<file path="config.mk">
export PLATFORM = sky130hd
export DESIGN_NAME = stream_rr_arbiter
export DESIGN_NICKNAME = d
export VERILOG_FILES = /design/src/rtl/stream_pkg.sv /design/src/rtl/rr_priority_pick.sv /design/src/rtl/stream_rr_arbiter.sv
export SDC_FILE = /design/constraint.sdc
export NUM_CORES = 1
export LEC_CHECK = 0
export CAP_MARGIN = 0
export CORE_MARGIN = 3
export CORE_UTILIZATION = 45
export CTS_CLUSTER_DIAMETER = 60
export DETAILED_ROUTE_END_ITERATION = 10
export PLACE_DENSITY = 0.82
export SLEW_MARGIN = 20
export SYNTH_ARGS = -nofsm -noshare
export SYNTH_HDL_FRONTEND = slang
export SYNTH_HIERARCHICAL = 1
export SYNTH_SLANG_ARGS = --single-unit
</file>
<file path="constraint.sdc">
create_clock -name clk -period 6.5 [get_ports clk]
set_clock_uncertainty 0.15 [all_clocks]
set_input_delay 0.65 -clock clk [delete_from_list [all_inputs] [get_ports clk]]
set_output_delay 0.65 -clock clk [all_outputs]
set_load 0.02 [all_outputs]
</file>
<file path="src/rtl/stream_pkg.sv">
// rtl/stream_pkg.sv - shared types and round-robin pick helper for stream arbiters
package stream_pkg;

    localparam int DEFAULT_DATA_W = 8;
    localparam int MAX_REQ        = 8;
    localparam int MAX_SRC_W      = 3;

    typedef enum logic {
        IDLE   = 1'b0,
        LOCKED = 1'b1
    } arb_state_e;

    typedef struct packed {
        logic                 found;
        logic [MAX_SRC_W-1:0] idx;
        logic [MAX_REQ-1:0]   grant;
    } pick_t;

    // First set bit of valid, scanning ptr, ptr+1, ... modulo num_req.
    // Sized for the largest supported arbiter; callers zero-extend.
    function automatic pick_t rr_pick(input logic [MAX_REQ-1:0]   valid,
                                      input logic [MAX_SRC_W-1:0] ptr,
                                      input int                   num_req);
        pick_t r;
        int    j;
        r = '0;
        for (int k = 0; k < MAX_REQ; k++) begin
            j = int'(ptr) + k;
            if (j >= num_req) begin
                j = j - num_req;
            end
            if ((k < num_req) && !r.found && valid[j[MAX_SRC_W-1:0]]) begin
                r.found                    = 1'b1;
                r.idx                      = j[MAX_SRC_W-1:0];
                r.grant[j[MAX_SRC_W-1:0]]  = 1'b1;
            end
        end
        return r;
    endfunction

endpackage

</file>
<file path="src/rtl/rr_priority_pick.sv">
// rtl/rr_priority_pick.sv - rotate-and-priority-encode from valid vector and pointer
// Ports: valid (request vector), ptr (highest-priority index),
//        grant (one-hot), idx (granted index), found (any request present).
module rr_priority_pick
    import stream_pkg::*;
#(
    parameter  int NUM_REQ = 4,
    localparam int SRC_W   = $clog2(NUM_REQ)
) (
    input  logic [NUM_REQ-1:0] valid,
    input  logic [SRC_W-1:0]   ptr,
    output logic [NUM_REQ-1:0] grant,
    output logic [SRC_W-1:0]   idx,
    output logic               found
);

    logic [MAX_REQ-1:0]   valid_ext;
    logic [MAX_SRC_W-1:0] ptr_ext;
    pick_t                pick;
    logic                 unused_pick;

    always_comb begin
        valid_ext                = '0;
        valid_ext[NUM_REQ-1:0]   = valid;
        ptr_ext                  = '0;
        ptr_ext[SRC_W-1:0]       = ptr;
        pick                     = rr_pick(valid_ext, ptr_ext, NUM_REQ);
        grant                    = pick.grant[NUM_REQ-1:0];
        idx                      = pick.idx[SRC_W-1:0];
        found                    = pick.found;
    end

    // Upper bits of the full-size pick are always zero for smaller arbiters.
    assign unused_pick = ^pick;

endmodule

</file>
<file path="src/rtl/stream_rr_arbiter.sv">
// rtl/stream_rr_arbiter.sv - round-robin packet-locking arbiter onto one registered stream
// Ports: clk/rst (async active-low), in_data/in_valid/in_last/in_ready per requester,
//        out_data/out_last/out_src/out_valid registered output with out_ready backpressure,
//        locked high while a packet holds the stage.
module stream_rr_arbiter
    import stream_pkg::*;
#(
    parameter  int NUM_REQ = 4,
    parameter  int DATA_W  = DEFAULT_DATA_W,
    localparam int SRC_W   = $clog2(NUM_REQ)
) (
    input  logic                      clk,
    input  logic                      rst,
    input  logic [NUM_REQ*DATA_W-1:0] in_data,
    input  logic [NUM_REQ-1:0]        in_valid,
    input  logic [NUM_REQ-1:0]        in_last,
    output logic [NUM_REQ-1:0]        in_ready,
    output logic [DATA_W-1:0]         out_data,
    output logic                      out_last,
    output logic [SRC_W-1:0]          out_src,
    output logic                      out_valid,
    input  logic                      out_ready,
    output logic                      locked
);

    arb_state_e          state_q, state_d;
    logic [SRC_W-1:0]    ptr_q, ptr_d;
    logic [SRC_W-1:0]    lock_idx_q, lock_idx_d;
    logic                out_valid_q, out_valid_d;
    logic [DATA_W-1:0]   out_data_q, out_data_d;
    logic                out_last_q, out_last_d;
    logic [SRC_W-1:0]    out_src_q, out_src_d;

    logic [NUM_REQ-1:0]  pick_grant;
    logic [SRC_W-1:0]    pick_idx;
    logic                pick_found;

    logic                stage_ready;
    logic [NUM_REQ-1:0]  grant;
    logic [SRC_W-1:0]    g_idx;
    logic                sel_valid;
    logic                sel_last;
    logic [DATA_W-1:0]   sel_data;
    logic                accept;
    logic [SRC_W-1:0]    next_idx;

    rr_priority_pick #(
        .NUM_REQ (NUM_REQ)
    ) u_pick (
        .valid (in_valid),
        .ptr   (ptr_q),
        .grant (pick_grant),
        .idx   (pick_idx),
        .found (pick_found)
    );

    always_comb begin
        stage_ready = ~out_valid_q | out_ready;

        // A locked packet owns the stage even while its requester is stalled.
        if (state_q == LOCKED) begin
            grant             = '0;
            grant[lock_idx_q] = 1'b1;
            g_idx             = lock_idx_q;
        end else begin
            grant             = pick_found ? pick_grant : '0;
            g_idx             = pick_idx;
        end

        in_ready = (rst && stage_ready) ? grant : '0;

        sel_valid = 1'b0;
        sel_last  = 1'b0;
        sel_data  = '0;
        for (int i = 0; i < NUM_REQ; i++) begin
            if (g_idx == SRC_W'(i)) begin
                sel_valid = in_valid[i];
                sel_last  = in_last[i];
                sel_data  = in_data[i*DATA_W +: DATA_W];
            end
        end

        accept   = sel_valid & (|in_ready);
        next_idx = (g_idx == SRC_W'(NUM_REQ - 1)) ? '0 : g_idx + 1'b1;

        state_d     = state_q;
        ptr_d       = ptr_q;
        lock_idx_d  = lock_idx_q;
        out_valid_d = out_valid_q;
        out_data_d  = out_data_q;
        out_last_d  = out_last_q;
        out_src_d   = out_src_q;

        // A new beat takes priority over draining, so there is no bubble.
        if (accept) begin
            out_valid_d = 1'b1;
            out_data_d  = sel_data;
            out_last_d  = sel_last;
            out_src_d   = g_idx;
            if (sel_last) begin
                state_d = IDLE;
                ptr_d   = next_idx;
            end else begin
                state_d    = LOCKED;
                lock_idx_d = g_idx;
            end
        end else if (out_valid_q && out_ready) begin
            out_valid_d = 1'b0;
        end
    end

    always_ff @(posedge clk or negedge rst) begin
        if (!rst) begin
            state_q     <= IDLE;
            ptr_q       <= '0;
            lock_idx_q  <= '0;
            out_valid_q <= 1'b0;
            out_data_q  <= '0;
            out_last_q  <= 1'b0;
            out_src_q   <= '0;
        end else begin
            state_q     <= state_d;
            ptr_q       <= ptr_d;
            lock_idx_q  <= lock_idx_d;
            out_valid_q <= out_valid_d;
            out_data_q  <= out_data_d;
            out_last_q  <= out_last_d;
            out_src_q   <= out_src_d;
        end
    end

    assign out_valid = out_valid_q;
    assign out_data  = out_data_q;
    assign out_last  = out_last_q;
    assign out_src   = out_src_q;
    assign locked    = (state_q == LOCKED);

endmodule
</file>
# --- Word-level counts from Yosys, hierarchy flattened ---
# Index checks and enable logic that the tools add are counted.
totals:
  output_inout_bits: 17
  inputBits: 43
  reg_bits: 17
classes:
  n_eq_ne: 3
  n_bitwise: 7
  n_mux: 46
  reduce_logical: 18
  order_cmp: 14
  add_sub_neg: 8
op_table:
  columns: ["op", "n"]
  rows:
  - ["greater-or-equal comparator 32 x 4 -> 1 bit (second input constant)", 3]
  - ["two-way mux 12 bit", 4]
  - ["two-way mux 8 bit", 4]
  - ["bitwise OR 8 bit", 3]
  - ["two-way mux 1 bit", 20]
  - ["less-than comparator 3 x 4 -> 1 bit (second input constant)", 4]
  - ["binary-select mux 1 bit (select 3 bit)", 4]
  - ["demux 1 bit (select 3 bit)", 4]
  - ["greater-or-equal comparator 3 x 1 -> 1 bit (second input constant)", 4]
  - ["two-way mux 3 bit", 4]
  - ["two-way mux 4 bit", 3]
  - ["logical AND 1 bit", 10]
  - ["subtractor 3 bit (second input constant)", 3]
  - ["adder 2 x 2 -> 3 bit (second input constant)", 2]
  - ["equality test 2 bit (second input constant)", 2]
  - ["two-way mux 2 bit", 2]
  - ["AND reduction 2 bit", 2]
  - ["OR reduction 4 bit", 1]
  - ["adder 2 x 1 -> 3 bit (second input constant)", 1]
  - ["greater-or-equal comparator 2 x 3 -> 1 bit (second input constant)", 1]
  - ["zero test 1 bit", 3]
  - ["less-than comparator 2 x 3 -> 1 bit (second input constant)", 1]
  - ["subtractor 2 x 3 -> 3 bit (second input constant)", 1]
  - ["adder 2 x 1 -> 2 bit (second input constant)", 1]
  - ["8 further kinds", 9]

# --- Logic depth before layout (Yosys ltp) ---
# Gate-level depths: netlist (run 1).
logic_depth:
  word_depth: 24
  ltp_mapped: 19
  mapped_depth_nobuf: 16

# --- Hierarchy ---
# The synthesis (run 1) kept the hierarchy.
by_module_without_submodules:
  columns: ["module", "seq_area_each_um2", "area_per_inst_um2", "cells_each", "n_inst"]
  rows:
  - ["stream_rr_arbiter", 425.4, 1091.0, 128, 1]
  - ["rr_priority_pick", 0.0, 452.9, 52, 1]

# --- Worst setup path before layout (run 1) ---
# Ideal clock, no wire load.
synth_timing:
  kind: "reg-to-reg"
  startpoint: "reg ptr_q[0]"
  endpoint: "reg lock_idx_q[0]"
  t_required_ps: 6223
  period_less_slack_ps: 4186
  path_buffers: 2
  setup_slack_ps: 2314
  setup_time_ps: 127
  path_stages_with_launch: 17
  arrival_time_ps: 3909
  path_cell_list: "dfrtp_1 buf_2 inv_1 ha_1 mux4_2 nor4_4 a22o_1 inv_1 o21ai_0 inv_1 ha_1 nor2b_1 buf_2 a21oi_1 nor4_4 nand2_2 mux2_1"
synth_via:
  elab_chain_cells: 22
  word_cells_on_any_way: 76
  cone_classes: "add/sub: 7; order compare: 12; eq/ne: 3; mux: 36; bitwise: 5; reduce/logical: 13"
synth_rtl:
  columns: ["item", "line_no", "text"]
  rows:
  - ["start: declaration", "stream_rr_arbiter.sv:27", "logic [SRC_W-1:0] ptr_q, ptr_d;"]
  - ["start signal: assignment", "stream_rr_arbiter.sv:123", "ptr_q <= ptr_d;"]
  - ["branches (longest 13 deep; another with greater-or-equal comparator 32 x 4 -> 1 bit)", null, null]
  - ["two-way mux 12 bit *", "stream_pkg.sv:32", "if ((k < num_req) && !r.found && valid[j[MAX_SRC_W-1:0]]) begin"]
  - ["named net pick_idx[1]", "stream_rr_arbiter.sv:35", "logic [SRC_W-1:0] pick_idx;"]
  - ["two-way mux 2 bit *", "stream_rr_arbiter.sv:61", "if (state_q == LOCKED) begin"]
  - ["named net g_idx[1]", "stream_rr_arbiter.sv:40", "logic [SRC_W-1:0] g_idx;"]
  - ["zero test 2 bit", "stream_rr_arbiter.sv:76", "if (g_idx == SRC_W'(i)) begin"]
  - ["two-way mux 1 bit (4 in a row)", "stream_rr_arbiter.sv:76", null]
  - ["AND 1 bit / inverter 1 bit (equally long branches)", null, null]
  - ["AND reduction 2 bit (no line) *", null, null]
  - ["end signal: assignment", "stream_rr_arbiter.sv:124", "lock_idx_q <= lock_idx_d;"]
  - ["end: declaration", "stream_rr_arbiter.sv:28", "logic [SRC_W-1:0] lock_idx_q, lock_idx_d;"]
# Mark *: on every way through the listed nets, which the timed path passes. The select of a mux whose other input is x is not followed.
# A chain may end at the register's enable or synchronous reset.

# --- Worst setup path in the final report (run 1) ---
# Ends and elaborated chain as after synthesis.

==> flow_summary.yaml, run 1 <==
setup_path:
  critical_path_class: "reg2reg"
  crit_required_ns: 6.53
  reg2reg_depth: 14
  cp-start-kind: "flip-flop"
  r2r_setup_slack_ns: 0.92
  cp-end-kind: "flip-flop"
  arrival_ns: 5.61
  r2r-end: "lock_idx_q[0]"
  cp_max_fo: 18
  r2r_start: "ptr_q[0]"
logic_synthesis:
  synth_nets: 235
  synth_top_area_cell: "dfrtp_1"
  synth_seq_cells: 17
  syn_area_um2: 1540
  ys.warnings.count: 6
  synthCells: 180
  synthTopCellsByArea: "dfrtp_1 28%, ha_1 9.7%, a21oi_1 8.1%, a22oi_1 5.3%, nor2_1 5.1%"
  synth_top_area_frac: 0.276
  seq_area_frac_synth: 0.276
  yosysUniqueCellTypes: 35
  syn_avg_cell_area_um2: 8.58
die:
  die_area_um2: 4170
  die_h_um: 64.6
  pin_count: 60
  core_area_um2: 3150
  row_count: 20
  die_width_um: 64.6
  start_util: 0.490
global_route:
  grt.total_usage: 0.205
  antenna_found_initial: 0
  grt_pass1_wl_um: 6870
  grt_max_degree: 22
  grt_pass1_vias: 1480
  gr-total-overflow: 0
cts:
  ctsHoldBuffers: 0
  clkTransAtPathRegs_ns: 0.11
  postCtsSetupBuffers: 0
  cts_max_level: 1
  ctsRootBufferMaster: "clkbuf_4"
  numCtsBuffers: 3
  clk_path_buf_depth: 2
  tritoncts: "built"
  cts_sinks: 17
  ctsResizeCount: 0
  worstSkewPairLatency_ns: 0.29
worst_hold_path:
  holdPathStages: 1
  min_delay_worst_endpoint: "out_last"
  hold_class: "reg2reg"
  min_from: "out_last"
timing:
  hold_viol: 0
  setup-tns-final_ns: 0
  fin_crit_sh: 0.859
  period_needed_ns: 5.58
  maxSlewHeadroom: 0.458
  fmax_ghz: 0.179
  setup_viol: 0
  worst_pin_slew_ns: 0.811
  finalMaxSlewViolations: 0
  rsz0062_at_grt: "false"
placed_design:
  io_buffers: 59
  place_hpwl_um: 3410
  place.gp.congestion: 0.829
routing:
  vias_per_cell: 5.80
  dr.pass1.iters: 4
  drc: 0
  final_antenna_net_count: 0
  routedWlPerCell_um: 15.5
  drtIter0Drc: 97
  wl_um: 4300
  vias: 1607
finish:
  drive_gt1_frac: 0.0644
  area_delta_synth_final_pct: 40.9
  utilization: 0.690
  fin_nets: 289
  diodes: 0
power_and_ir_drop:
  vdd_drop_max_mv: 0.287
  p_per_area_nw_per_um2: 620
  leakage_uw: 0.000868
flow_run:
  drv_cap: 0
outcome:
  status: "finished clean"
-- synthesized netlist by cell type, drive strengths merged --
library cell / count
a221oi: 8
clkbuf: 5
a32o: 1
or4: 1
nand3b: 2
inv: 11
o31ai: 1
a211o: 1
a22o: 2
a32oi: 3
a22oi: 12
o21a: 1
ha: 12
nand2b: 2
o22ai: 1
nand2: 5
mux2: 4
mux2i: 3
nor3: 7
o41ai: 1
nor4: 2
dfrtp: 17
o211ai: 1
a21boi: 1
nor2: 21
buf: 6
mux4: 3
o21ai: 11
nor2b: 10
a21oi: 25
-- layer usage --
metal,global-route usage,share of wire
met5,0,0
met4,0.0369,0.0072
met3,0.0347,0.054
met2,0.354,0.50
met1,0.272,0.44
-- final cells by class --
class,count,area [um^2]
clock buffers,3,22.5
clock inverters,1,5.00
fillers,284,977
inverters,11,41.3
multi-input cells,141,1030
flip-flops and latches,17,425
well taps,44,55.1
repair buffers,60,598
-- cells in the final DEF (no fill, tap or decap), drive strengths merged --
| cell type | instances |
|---|---|
| a22oi | 12 |
| o211ai | 1 |
| a32oi | 3 |
| mux4 | 3 |
| nor2 | 21 |
| buf | 1 |
| nand3b | 2 |
| or4 | 1 |
| o21ai | 11 |
| nor3 | 7 |
| a221oi | 8 |
| clkinv | 1 |
| clkdlybuf4s50 | 59 |
| a211o | 1 |
| o41ai | 1 |
| inv | 11 |
| nand2b | 2 |
| mux2 | 4 |
| o21a | 1 |
| clkbuf | 3 |
| a21boi | 1 |
| nand2 | 5 |
| mux2i | 3 |
| nor2b | 10 |
| ha | 12 |
| a22o | 2 |
| nor4 | 2 |
| dfrtp | 17 |
| o31ai | 1 |
| a21oi | 25 |
| o22ai | 1 |
| a32o | 1 |
-- critical path, cell delays in order (launching register included) --
cell and delay, ns:
dfrtp_1 0.76, inv_1 0.23, ha_1 0.43, mux4_2 0.45, nor4_4 0.42, a22o_1 0.20, inv_1 0.03, o21ai_0 0.32
inv_1 0.16, ha_1 0.37, nor2b_1 0.51, a21oi_1 0.24, nor4_4 0.63, nand2_2 0.20, mux2_1 0.36
-- power breakdown --
part           total [uW]  internal, uW  switching, uW  leakage [uW]
clock network        57.6          22.9           34.7     0.0000177
registers             227           164           63.2      0.000197
logic                1060           460            604      0.000653
-- worst max-delay path by stage --
stage / start / end / depth (start not counted)
after CTS: ptr_q[0] / lock_idx_q[0] / 14
after floorplan: ptr_q[0] / lock_idx_q[0] / 16
after global routing: ptr_q[0] / lock_idx_q[0] / 14
after global placement: in_valid[0] / lock_idx_q[0] / 13
after detailed placement: in_valid[3] / lock_idx_q[0] / 13
final: ptr_q[0] / lock_idx_q[0] / 14
-- sequential cells by signal, summed over array words and instances (netlist names) --
| register | count |
|---|---|
| ptr_q | 2 |
| locked | 1 |
| out_last | 1 |
| lock_idx_q | 2 |
| out_valid | 1 |
| out_src | 2 |
| out_data | 8 |
-- through the flow --
stage	total power, uW	setup slack, ns	instance area (um^2)	hold slack (ns)	instances
2_1_floorplan	1010	2.31	1540	0.204	180
6_report	1350	0.916	2180	0.364	277
5_1_grt	1480	0.502	2180	0.385	277
3_3_place_gp	1260	1.27	2150	0.350	273
3_5_place_dp	1280	0.994	2150	0.342	273
4_1_cts	1340	0.988	2180	0.364	277
-- cells by family after synthesis --
logic type / Yosys count / share of synthesized area
compound gates: 69 / 0.293
simple gates: 50 / 0.183
buf+inv: 22 / 0.0583
flops: 17 / 0.276
fa+ha+maj: 12 / 0.0972
mux: 10 / 0.0924
(Power assumes the default switching activity.)
==> run 2: changes to the inputs <==
--- a/config.mk
+++ b/config.mk
@@ -8,6 +8,7 @@
 export CAP_MARGIN = 0
 export CORE_MARGIN = 3
 export CORE_UTILIZATION = 45
+export CTS_BUF_LIST = sky130_fd_sc_hd__clkbuf_8 sky130_fd_sc_hd__clkbuf_16
 export CTS_CLUSTER_DIAMETER = 60
 export DETAILED_ROUTE_END_ITERATION = 10
 export PLACE_DENSITY = 0.82
==> flow_summary.yaml, run 2 (same netlist as run 1, synthesis figures left out) <==
outcome:
  status: "finished clean"
setup_path:
  reg2reg_depth: 14
  path_cells: "inv_1, ha_1, mux4_2, nor4_4, a22o_1, inv_1, o21ai_0, inv_1, ha_1, nor2b_1, a21oi_1, nor4_4, nand2_2, mux2_1"
  cp-end-kind: "flip-flop"
  critical_path_class: "reg2reg"
  arrival_ns: 5.53
  cp-start-kind: "flip-flop"
  cpMostUsedCell: "inv_1"
  crit_required_ns: 6.48
  max_stage_delay_ns: 0.74
  crit_slowest_cell: "dfrtp_1"
  cp_max_fo: 18
power_and_ir_drop:
  power_frac_comb: 0.777
  p_per_area_nw_per_um2: 626
  switching_power_uw: 707
  seq_power_share: 0.165
  leakage_uw: 0.000876
  p_sw_frac: 0.515
  internal_power_uw: 667
  vdd_drop_max_mv: 0.323
  p_clk_frac: 0.058
finish:
  design_area_um2: 2190
  diodes: 0
  multi_input_area_um2: 1030
  fin_nets: 289
  nFillCells: 277
  area_delta_synth_final_pct: 42.1
  largest_reg_flops: 8
  mostFrequentLayoutCell: "clkdlybuf4s50_1"
  regArea_um2: 425
  layout.cells.most_common_list: "59 x clkdlybuf4s50_1, 25 x a21oi_1, 21 x nor2_1, 17 x dfrtp_1, 12 x ha_1"
  drive_gt1_frac: 0.0644
flow_run:
  drv_cap: 0
timing:
  worst_pin_slew_ns: 0.809
  setup_viol: 0
  rsz0062_at_grt: "false"
  fin_ws_ns: 0.952
  hold_viol: 0
  fmax_ghz: 0.180
  maxSlewHeadroom: 0.459
  finalMaxSlewViolations: 0
  setup-tns-final_ns: 0
  period_needed_ns: 5.55
  fin_crit_sh: 0.854
cts:
  ctsHoldBuffers: 0
  tritoncts: "built"
  clkTransAtPathRegs_ns: 0.07
  worstSkewPairLatency_ns: 0.25
  clk_path_buf_depth: 2
  cts_max_level: 1
  numCtsBuffers: 3
  cts_sinks: 17
  ctsResizeCount: 0
  ctsRootBufferMaster: "clkbuf_8"
  postCtsSetupBuffers: 0
die:
  die_area_um2: 4170
  die_h_um: 64.6
  start_util: 0.490
  row_count: 20
  die_width_um: 64.6
  pin_count: 60
  core_area_um2: 3150
global_route:
  grt_pass1_vias: 1480
  grt_max_degree: 22
  grt_pass1_wl_um: 6840
  grt.total_usage: 0.205
  antenna_found_initial: 0
  gr-total-overflow: 0
routing:
  wl_um: 4320
  routedWlPerCell_um: 15.6
  dr.pass1.iters: 4
  drtIter0Drc: 79
  vias: 1621
  final_antenna_net_count: 0
  drc: 0
  vias_per_cell: 5.85
placed_design:
  placed_area_um2: 2150
  place_ws_ns: 0.994
  place.gp.congestion: 0.829
  io_buffers: 59
  place_hpwl_um: 3410
worst_hold_path:
  holdPathStages: 1
  hold_class: "reg2reg"
==> run 2: power by group through the flow <==
| stage | Sequential [uW] | Clock, uW | Combinational [uW] |
|---|---|---|---|
| 2_1_floorplan | 256 | 0 | 750 |
| 3_3_place_gp | 228 | 0 | 1040 |
| 6_report | 227 | 80.1 | 1070 |
| 4_1_cts | 227 | 80.6 | 1060 |
| 5_1_grt | 238 | 85.9 | 1180 |
| 3_5_place_dp | 228 | 0 | 1050 |
==> run 2: cell type report <==
| type | count | share of cell area |
|---|---|---|
| flip-flops and latches | 17 | 0.194 |
| clock inverters | 1 | 0.00228 |
| clock buffers | 3 | 0.0188 |
| repair buffers | 60 | 0.273 |
| well taps | 44 | 0.0251 |
| inverters | 11 | 0.0188 |
| multi-input cells | 141 | 0.469 |
==> run 2: path summary, 6_finish.rpt <==
path,from,to,slack [ns]
max in group asynchronous,rst,out_src[1],4.98
worst min register to register,out_last,out_last,0.35
min in group asynchronous,rst,out_data[4],0.71
worst max register to register,ptr_q[0],lock_idx_q[0],0.95
worst min-delay path,out_last,out_last,0.35
worst max-delay path,ptr_q[0],lock_idx_q[0],0.95
==> run 2: worst max-delay path: cells and delay by family, from the launching register on <==
kind,cells,cell delay (ns)
buf+inv,3,0.40
compound gates,3,0.75
mux,2,0.82
simple gates,4,1.75
flops,1,0.74
fa+ha+maj,2,0.80
==> run 2: metal layers <==
layer | vias to the layer above | share of wire | GRT usage
li1 | 777 | - | -
met1 | 784 | 0.44 | 0.269
met2 | 58 | 0.50 | 0.354
met3 | 2 | 0.057 | 0.0347
met4 | 0 | 0.0032 | 0.0396
met5 | - | 0 | 0
==> run 2: metrics by stage <==
stage | util | power (uW) | instances | hold slack (ns)
after floorplan | - | 1010 | 180 | 0.204
after detailed placement | 0.681 | 1280 | 273 | 0.342
final | 0.696 | 1370 | 277 | 0.354
after global routing | 0.696 | 1510 | 277 | 0.375
after CTS | 0.696 | 1370 | 277 | 0.356
after global placement | 0.681 | 1260 | 273 | 0.350
==> run 3: changes to the inputs <==
--- a/config.mk
+++ b/config.mk
@@ -11,6 +11,7 @@
 export CTS_BUF_LIST = sky130_fd_sc_hd__clkbuf_8 sky130_fd_sc_hd__clkbuf_16
 export CTS_CLUSTER_DIAMETER = 60
 export DETAILED_ROUTE_END_ITERATION = 10
+export MAX_ROUTING_LAYER = met4
 export PLACE_DENSITY = 0.82
 export SLEW_MARGIN = 20
 export SYNTH_ARGS = -nofsm -noshare
==> flow_summary.yaml, run 3 (same netlist as run 1, synthesis figures left out) <==
outcome:
  status: "finished clean"
timing:
  rsz0062_at_grt: "false"
  fin_ws_ns: 0.935
  setup-tns-final_ns: 0
  maxSlewHeadroom: 0.444
  hold_viol: 0
  period_needed_ns: 5.57
  fmax_ghz: 0.180
  worst_hold_slack_ns: 0.354
  fin_crit_sh: 0.856
  setup_viol: 0
  finalMaxSlewViolations: 0
  worst_pin_slew_ns: 0.831
finish:
  largest_reg_flops: 8
  diodes: 0
  fin_nets: 289
  layout.cells.most_common_list: "59 x clkdlybuf4s50_1, 25 x a21oi_1, 21 x nor2_1, 17 x dfrtp_1, 12 x ha_1"
  area_delta_synth_final_pct: 42.1
  drive_gt1_frac: 0.0644
  mostFrequentLayoutCell: "clkdlybuf4s50_1"
cts:
  cts_sinks: 17
  clkTransAtPathRegs_ns: 0.07
  numCtsBuffers: 3
  postCtsSetupBuffers: 0
  ctsHoldBuffers: 0
  ctsRootBufferMaster: "clkbuf_8"
  tritoncts: "built"
  ctsResizeCount: 0
  clk_path_buf_depth: 2
  cts_max_level: 1
  worstSkewPairLatency_ns: 0.25
power_and_ir_drop:
  vdd_drop_max_mv: 0.322
  switching_power_uw: 706
  finalPower_uw: 1370
  p_sw_frac: 0.514
  power_frac_comb: 0.777
  internal_power_uw: 667
  p_per_area_nw_per_um2: 626
  p_clk_frac: 0.058
  seq_power_share: 0.165
  leakage_uw: 0.000876
setup_path:
  crit_family: "simple AND/OR/NAND/NOR gates"
  max_stage_delay_ns: 0.74
  cp.buffers_inverters: 3
  cp-start-kind: "flip-flop"
  cpMostUsedCell: "inv_1"
  critical_path_class: "reg2reg"
  cp_max_fo: 18
  cp-end-kind: "flip-flop"
  path_cells: "inv_1, ha_1, mux4_2, nor4_4, a22o_1, inv_1, o21ai_0, inv_1, ha_1, nor2b_1, a21oi_1, nor4_4, nand2_2, mux2_1"
  crit_slowest_cell: "dfrtp_1"
  arrival_ns: 5.54
  crit_required_ns: 6.48
global_route:
  grt_util_met3: 0.0329
  grt_pass1_wl_um: 6840
  use_met1: 0.270
  antenna_found_initial: 0
  top_usage_layer: "met2"
  grt_pass1_vias: 1480
  met2_usage: 0.354
  grt_max_degree: 22
  gr-total-overflow: 0
  grt.total_usage: 0.210
routing:
  vias: 1610
  drtIter0Drc: 73
  drc: 0
  routedWlPerCell_um: 15.6
  final_antenna_net_count: 0
  wl_um: 4310
  vias_per_cell: 5.81
  dr.pass1.iters: 4
placed_design:
  place.gp.congestion: 0.842
  place_hpwl_um: 3410
  place_ws_ns: 0.994
  io_buffers: 59
die:
  start_util: 0.490
  die_width_um: 64.6
  core_area_um2: 3150
  pin_count: 60
  row_count: 20
  die_h_um: 64.6
  die_area_um2: 4170
flow_run:
  drv_cap: 0
worst_hold_path:
  hold_class: "reg2reg"
## run 3: final timing paths
| kind | start | end | slack (ns) | cells past startpoint |
|---|---|---|---|---|
| worst max-delay path | ptr_q[0] | lock_idx_q[0] | 0.93 | 14 |
| min in group asynchronous | rst | ptr_q[1] | 0.72 | 1 |
| worst min register to register | out_last | out_last | 0.35 | 1 |
| max in group asynchronous | rst | out_src[1] | 4.95 | 1 |
| worst max register to register | ptr_q[0] | lock_idx_q[0] | 0.93 | 14 |
| worst min-delay path | out_last | out_last | 0.35 | 1 |
## run 3: final cells by class
type / count / area [um^2]
clock buffers: 3 / 41.3
well taps: 44 / 55.1
inverters: 11 / 41.3
clock inverters: 1 / 5.00
flip-flops and latches: 17 / 425
repair buffers: 60 / 598
fillers: 277 / 958
multi-input cells: 141 / 1030
## run 3: metal layers
layer / vias to the layer above / wire (um)
li1: 776 / -
met1: 778 / 1920
met2: 54 / 2160
met3: 2 / 217
met4: 0 / 14
met5: - / 0
## run 3: power by group through the flow
stage	clock network, uW	logic, uW	registers (uW)
after floorplan	0	750	256
after detailed placement	0	1050	228
after global placement	0	1040	228
after global routing	85.9	1180	238
after CTS	80.6	1060	227
final	79.6	1070	227
## run 3: per-stage QoR
step / instances / utilization / instance area (um^2)
after floorplan: 180 / - / 1540
after global placement: 273 / 0.681 / 2150
after detailed placement: 273 / 0.681 / 2150
after CTS: 277 / 0.696 / 2190
after global routing: 277 / 0.696 / 2190
final: 277 / 0.696 / 2190
